`src/rtl/wb_scoreboard.sv`:
```
// wb_scoreboard: write-back scoreboard for the register-file write port.
// Expected (register, value) pairs are preloaded into a circular queue; once
// started, every architectural write (wb_we with a non-zero address) is checked
// against the queue head. Reports pass/fail, the failing entry and the cause.
//
// Ports:
//   clk, rst         clock, synchronous active-low reset
//   clr              synchronous flush back to IDLE with an empty queue
//   start            begin checking (honoured in IDLE only)
//   exp_valid/ready  expected-entry push handshake, exp_addr/exp_data payload
//   wb_we/waddr/wdata  tapped register-file write port
//   busy/done/pass/fail  status decoded from the state register
//   fail_code        0 none, 1 address mismatch, 2 data mismatch, 3 timeout
//   match_cnt        matched writes since start (saturating)
//   err_addr/exp/got captured failing write and expected head data
module wb_scoreboard #(
  parameter int unsigned DATA_W  = 32,
  parameter int unsigned REG_AW  = 5,
  parameter int unsigned DEPTH   = 16,
  parameter int unsigned TO_W    = 8,
  parameter int unsigned TIMEOUT = 100
) (
  input  logic              clk,
  input  logic              rst,
  input  logic              clr,
  input  logic              start,
  input  logic              exp_valid,
  output logic              exp_ready,
  input  logic [REG_AW-1:0] exp_addr,
  input  logic [DATA_W-1:0] exp_data,
  input  logic              wb_we,
  input  logic [REG_AW-1:0] wb_waddr,
  input  logic [DATA_W-1:0] wb_wdata,
  output logic              busy,
  output logic              done,
  output logic              pass,
  output logic              fail,
  output logic [1:0]        fail_code,
  output logic [15:0]       match_cnt,
  output logic [REG_AW-1:0] err_addr,
  output logic [DATA_W-1:0] err_exp,
  output logic [DATA_W-1:0] err_got
);

  localparam int unsigned IW = (DEPTH > 1) ? $clog2(DEPTH) : 1;
  localparam int unsigned PW = IW + 1;

  typedef enum logic [1:0] {S_IDLE, S_RUN, S_PASS, S_FAIL} state_t;

  state_t            state;
  logic [REG_AW-1:0] mem_addr [DEPTH];
  logic [DATA_W-1:0] mem_data [DEPTH];
  logic [PW-1:0]     wr_ptr;
  logic [PW-1:0]     rd_ptr;
  logic [TO_W-1:0]   to_cnt;

  logic              empty;
  logic              full;
  logic              push;
  logic [REG_AW-1:0] head_addr;
  logic [DATA_W-1:0] head_data;
  logic              chk_wr;
  logic              addr_bad;
  logic              data_bad;
  logic              hit;
  logic              to_fire;
  logic              last_pop;

  // Queue status from the extra pointer MSB: equal pointers are empty,
  // same index with differing MSB is full.
  assign empty = (wr_ptr == rd_ptr);
  assign full  = (wr_ptr[PW-1] != rd_ptr[PW-1]) && (wr_ptr[IW-1:0] == rd_ptr[IW-1:0]);

  assign exp_ready = !full && ((state == S_IDLE) || (state == S_RUN));
  assign push      = exp_valid && exp_ready;

  assign head_addr = mem_addr[rd_ptr[IW-1:0]];
  assign head_data = mem_data[rd_ptr[IW-1:0]];

  // Only non-r0 writes in RUN are checked; address mismatch outranks data.
  assign chk_wr   = wb_we && (wb_waddr != '0) && (state == S_RUN);
  assign addr_bad = chk_wr && (wb_waddr != head_addr);
  assign data_bad = chk_wr && !addr_bad && (wb_wdata != head_data);
  assign hit      = chk_wr && !addr_bad && !data_bad;

  // A checked write in the same cycle suppresses the timeout.
  assign to_fire = (state == S_RUN) && !chk_wr && (to_cnt == TO_W'(TIMEOUT - 1));

  // The queue drains on this hit unless a new entry lands in the same cycle.
  assign last_pop = hit && !push && (wr_ptr == rd_ptr + PW'(1));

  assign busy = (state == S_RUN);
  assign done = (state == S_PASS) || (state == S_FAIL);
  assign pass = (state == S_PASS);
  assign fail = (state == S_FAIL);

  // Entry storage; contents need no reset since the pointers define validity.
  always_ff @(posedge clk) begin
    if (push) begin
      mem_addr[wr_ptr[IW-1:0]] <= exp_addr;
      mem_data[wr_ptr[IW-1:0]] <= exp_data;
    end
  end

  // Control state, pointers, timeout counter and result capture.
  always_ff @(posedge clk) begin
    if (!rst || clr) begin
      state     <= S_IDLE;
      wr_ptr    <= '0;
      rd_ptr    <= '0;
      to_cnt    <= '0;
      fail_code <= 2'd0;
      match_cnt <= 16'd0;
      err_addr  <= '0;
      err_exp   <= '0;
      err_got   <= '0;
    end else begin
      if (push) begin
        wr_ptr <= wr_ptr + PW'(1);
      end
      unique case (state)
        S_IDLE: begin
          if (start) begin
            match_cnt <= 16'd0;
            to_cnt    <= '0;
            state     <= empty ? S_PASS : S_RUN;
          end
        end
        S_RUN: begin
          if (addr_bad || data_bad) begin
            state     <= S_FAIL;
            fail_code <= addr_bad ? 2'd1 : 2'd2;
            err_addr  <= wb_waddr;
            err_exp   <= head_data;
            err_got   <= wb_wdata;
          end else if (hit) begin
            rd_ptr <= rd_ptr + PW'(1);
            to_cnt <= '0;
            if (match_cnt != 16'hFFFF) begin
              match_cnt <= match_cnt + 16'd1;
            end
            if (last_pop) begin
              state <= S_PASS;
            end
          end else if (to_fire) begin
            state     <= S_FAIL;
            fail_code <= 2'd3;
            err_addr  <= '0;
            err_exp   <= head_data;
            err_got   <= '0;
          end else begin
            to_cnt <= to_cnt + TO_W'(1);
          end
        end
        default: ;
      endcase
    end
  end

endmodule

```
`config.mk`:
```
export PLATFORM = sky130hd
export DESIGN_NAME = wb_scoreboard
export DESIGN_NICKNAME = d
export VERILOG_FILES = /design/src/rtl/wb_scoreboard.sv
export SDC_FILE = /design/constraint.sdc
export NUM_CORES = 1
export LEC_CHECK = 0
export CAP_MARGIN = 20
export CELL_PAD_IN_SITES_DETAIL_PLACEMENT = 1
export CELL_PAD_IN_SITES_GLOBAL_PLACEMENT = 1
export CORE_MARGIN = 5
export CORE_UTILIZATION = 42
export CTS_CLUSTER_SIZE = 14
export DETAILED_ROUTE_END_ITERATION = 7
export PLACE_DENSITY = 0.79
export SLEW_MARGIN = 5
export SYNTH_ARGS = -nofsm -noshare
export SYNTH_HDL_FRONTEND = slang
export SYNTH_SLANG_ARGS = --single-unit
```
`constraint.sdc`:
```
create_clock -name clk -period 4.8 [get_ports clk]
set_clock_uncertainty 0.05 [all_clocks]
set_input_delay 0.48 -clock clk [delete_from_list [all_inputs] [get_ports clk]]
set_output_delay 0.48 -clock clk [all_outputs]
set_load 0.05 [all_outputs]
```
==> impl_metrics.csv <==
group,metric,value,unit
cts,post_cts_buffers,0,
sta,setup_viol_count_final,0,
synthesis,synth_area_leaders,"edfxtp_1 62%, mux4_2 8.9%, dfxtp_1 7.8%",
critical_path,startpoint_type,"register",
cts,cts_tree,"built",
global_routing,grt_max_degree,75,
global_routing,use_met2,0.366,
critical_path,critPathSlowestCell,"dfxtp_4",
synthesis,syn_inst,1711,
layout,nFillCells,6341,
sta,hold_viol_final,0,
synthesis,synth_top_area_share,0.623,
die,dieArea,73300,um2
die,ioPinCount,172,
die,fp-row-count,95,
critical_path,worstPathMaxFanout,74,
sta,fin_crit_sh,0.952,
placement,port_buffers,171,
cts,postCtsHoldBufs,0,
global_routing,grt_pass1_wl,120,mm
global_routing,grt_busiest_layer,"met2",
critical_path,cp.required,5280,ps
global_routing,grt_pass1_vias,17700,
synthesis,synth.distinct_cells,78,
placement,dpl.hpwl,51.9,mm
die,start_util,0.424,
synthesis,async_reset_ff_frac,0,
sta,relSlewSlack,0.274,
pwr,power-per-cell-area,371,nW/um2
layout,fin_util,0.501,
drt,first_pass_iters,5,
drt,wl_per_cell,29.0,um
layout,synthToLayoutAreaGrowth,18.2,%
synthesis,ys_seq_area_frac,0.701,
sta,tightestPinTransition,1080,ps
drt,vias,16900,
cts,cts_made_buffers,71,
critical_path,path_class,"register to register",
global_routing,grtUsageMet3,0.0502,
synthesis,synth_ff_type,"edfxtp_1",
cts,cts.path.max_buffers,3,
critical_path,end_kind,"register",
run_status,status,"completed",
synthesis,synth-seq-cells,703,
critical_path,cp_slowest_stage_delay,760,ps
worst_hold_path,hp-class,"register to register",
critical_path,arrival,5050,ps
cts,ctsHtreeMaxLevel,3,
synthesis,syn_avg_cell_area,16.7,um2
drt,first_iter_violations,1918,
global_routing,grt.overflow.total,0,
layout,nNetsFinal,1996,
placement,routabilityCongestion,0.865,
pwr,ir_worst_vdd,0.234,mV
sta,fmax,219,MHz
drt,postRouteAntennaNets,0,
die,die_x,271,um
global_routing,track_usage,0.219,
synthesis,netlist_area,28500,um2
sta,timing.hold.ws,399,ps
cts,insertion_delay,610,ps
critical_path,worstPathCellList,"buf_12 -> mux4_2 -> mux2i_1 -> xnor2_1 -> nor3_1 -> o211ai_1 -> nor2_1 -> and4_1 -> a21o_4 -> buf_12 -> nand4_1 -> o21ai_1",
sta,min_period,4570,ps
cts,cts.sinks,703,
cts,clockRootBuffer,"clkbuf_16",
synthesis,yosys_warnings,0,
drt,via_per_inst,5.94,
critical_path,cpMostUsedCell,"buf_12",
synthesis,syn_nets,1798,
global_routing,antenna_found_initial,7,
global_routing,use_met1,0.289,
layout,drive_gt1_frac,0.160,
drt,drc,0,
flow_run,cap_viol_max_count,0,
pwr,p_leak,10.7,nW
synthesis,yosys.area.top_type,"edfxtp_1",
sta,drv_slew,0,
die,coreArea,67300,um2
drt,routed_wirelength,82.3,mm
cts,clk_pin_slew,60,ps
pwr,total_power,12.5,mW
sta,rsz0062_at_grt,"no",
cts,cts_resized,0,
die,fp.dieH,271,um
synthesis,synth_enable_flop_cells,592,
## cells by family (layout without fill, tap and decap cells)
group	Yosys count	after routing	share of synthesized area
simple gates	346	346	0.0590
other cells	0	4	0
compound gates	201	201	0.0466
buf+inv	117	369	0.0249
fa+ha+maj	8	8	0.00342
xor+xnor	60	60	0.0184
mux	276	276	0.147
flops	703	703	0.701
## cell type report
class	count	area [um2]	area share
Clock inverter	32	310	0.00920
Antenna cell	4	10.0	0.000297
Multi-Input combinational cell	891	7970	0.236
Timing Repair Buffer	228	2350	0.0697
Sequential cell	703	20000	0.593
Clock buffer	95	1930	0.0572
Tap cell	873	1090	0.0324
Inverter	14	52.6	0.00156
## worst max-delay path, delay by kind of cell, from the launching register on
| kind | cells | cell delay, ps |
|---|---|---|
| and+or+nand+nor | 4 | 1420 |
| muxes | 2 | 900 |
| buffers and inverters | 2 | 590 |
| AOI/OAI and AO/OA | 3 | 550 |
| DFF | 1 | 760 |
| xor gates and xnor gates | 1 | 110 |
## Yosys cell counts (3+ instances only)
cell type / number
buf_1: 3
a31oi_1: 16
o21ai_0: 46
nor3_1: 17
xnor2_1: 30
buf_2: 28
a221oi_1: 5
o22ai_1: 4
buf_4: 6
a21oi_1: 30
a211oi_1: 6
edfxtp_1: 592
and3_1: 9
a22oi_1: 26
mux2i_1: 149
o21ai_1: 19
nand2b_1: 8
and4_1: 4
nand2_1: 113
and2_1: 8
o21a_1: 5
dfxtp_1: 111
a41o_1: 3
inv_1: 12
o211ai_1: 5
mux4_2: 113
a21o_1: 3
nor2b_1: 9
clkbuf_1: 41
xor2_1: 30
nor2_1: 82
buf_6: 21
a41oi_1: 6
mux2_2: 14
nand4_1: 50
nor4_1: 9
nand3_1: 20
ha_1: 7
## sequential cells by signal, indices dropped and copies added (netlist names), named ones only
| register | cells |
|---|---|
| mem_data | 512 |
| mem_addr | 80 |
| err_exp | 32 |
| err_got | 32 |
| match_cnt | 16 |
| to_cnt | 8 |
| err_addr | 5 |
| rd_ptr | 5 |
| wr_ptr | 5 |
| fail_code | 2 |
| state | 2 |
## through the flow
| stage | cells | area, um2 | worst slack (ps) | setup TNS [ps] |
|---|---|---|---|---|
| after floorplan | 1711 | 28500 | -610 | -67750 |
| after global placement | 2708 | 31500 | 363 | 0 |
| after detailed placement | 2708 | 31500 | 242 | 0 |
| after CTS | 2835 | 33700 | 221 | 0 |
| after global routing | 2838 | 33700 | 19.4 | 0 |
| final | 2840 | 33700 | 230 | 0 |
## power breakdown
part           switching (mW)  total [mW]  internal (mW)
clock                    2.27        5.42           3.15
combinational           0.292       0.445          0.153
sequential             0.0143        6.66           6.65
## metal layers
layer  vias up  wire, um
li1       7143         -
met1      8805     33100
met2       760     40100
met3       151      6670
met4         4      2400
met5         -        14
## path summary, 6_finish.rpt
check         startpoint  slack (ps)  depth (start not counted)          end
max             register         230                         12  err_got[23]
max reg2reg     register         230                         12  err_got[23]
min          err_exp[21]         400                          2  err_exp[21]
min reg2reg  err_exp[21]         400                          2  err_exp[21]
## placed cells by master, fill, tap and decap left out, drive strengths merged, types with 8 or more instances in the layout
cell             n
edfxtp         592
clkdlybuf4s50  171
mux2i          149
nand2          114
mux4           113
dfxtp          111
clkbuf          95
nor2            83
o21ai           65
buf             57
nand4           51
xor2            30
a21oi           30
xnor2           30
a22oi           26
clkinv          25
nand3           20
nor3            19
a31oi           16
inv             15
mux2            14
nor4            10
and3             9
and2             9
nor2b            9
nand2b           8
Note: power is estimated with default switching activity, not from simulation.
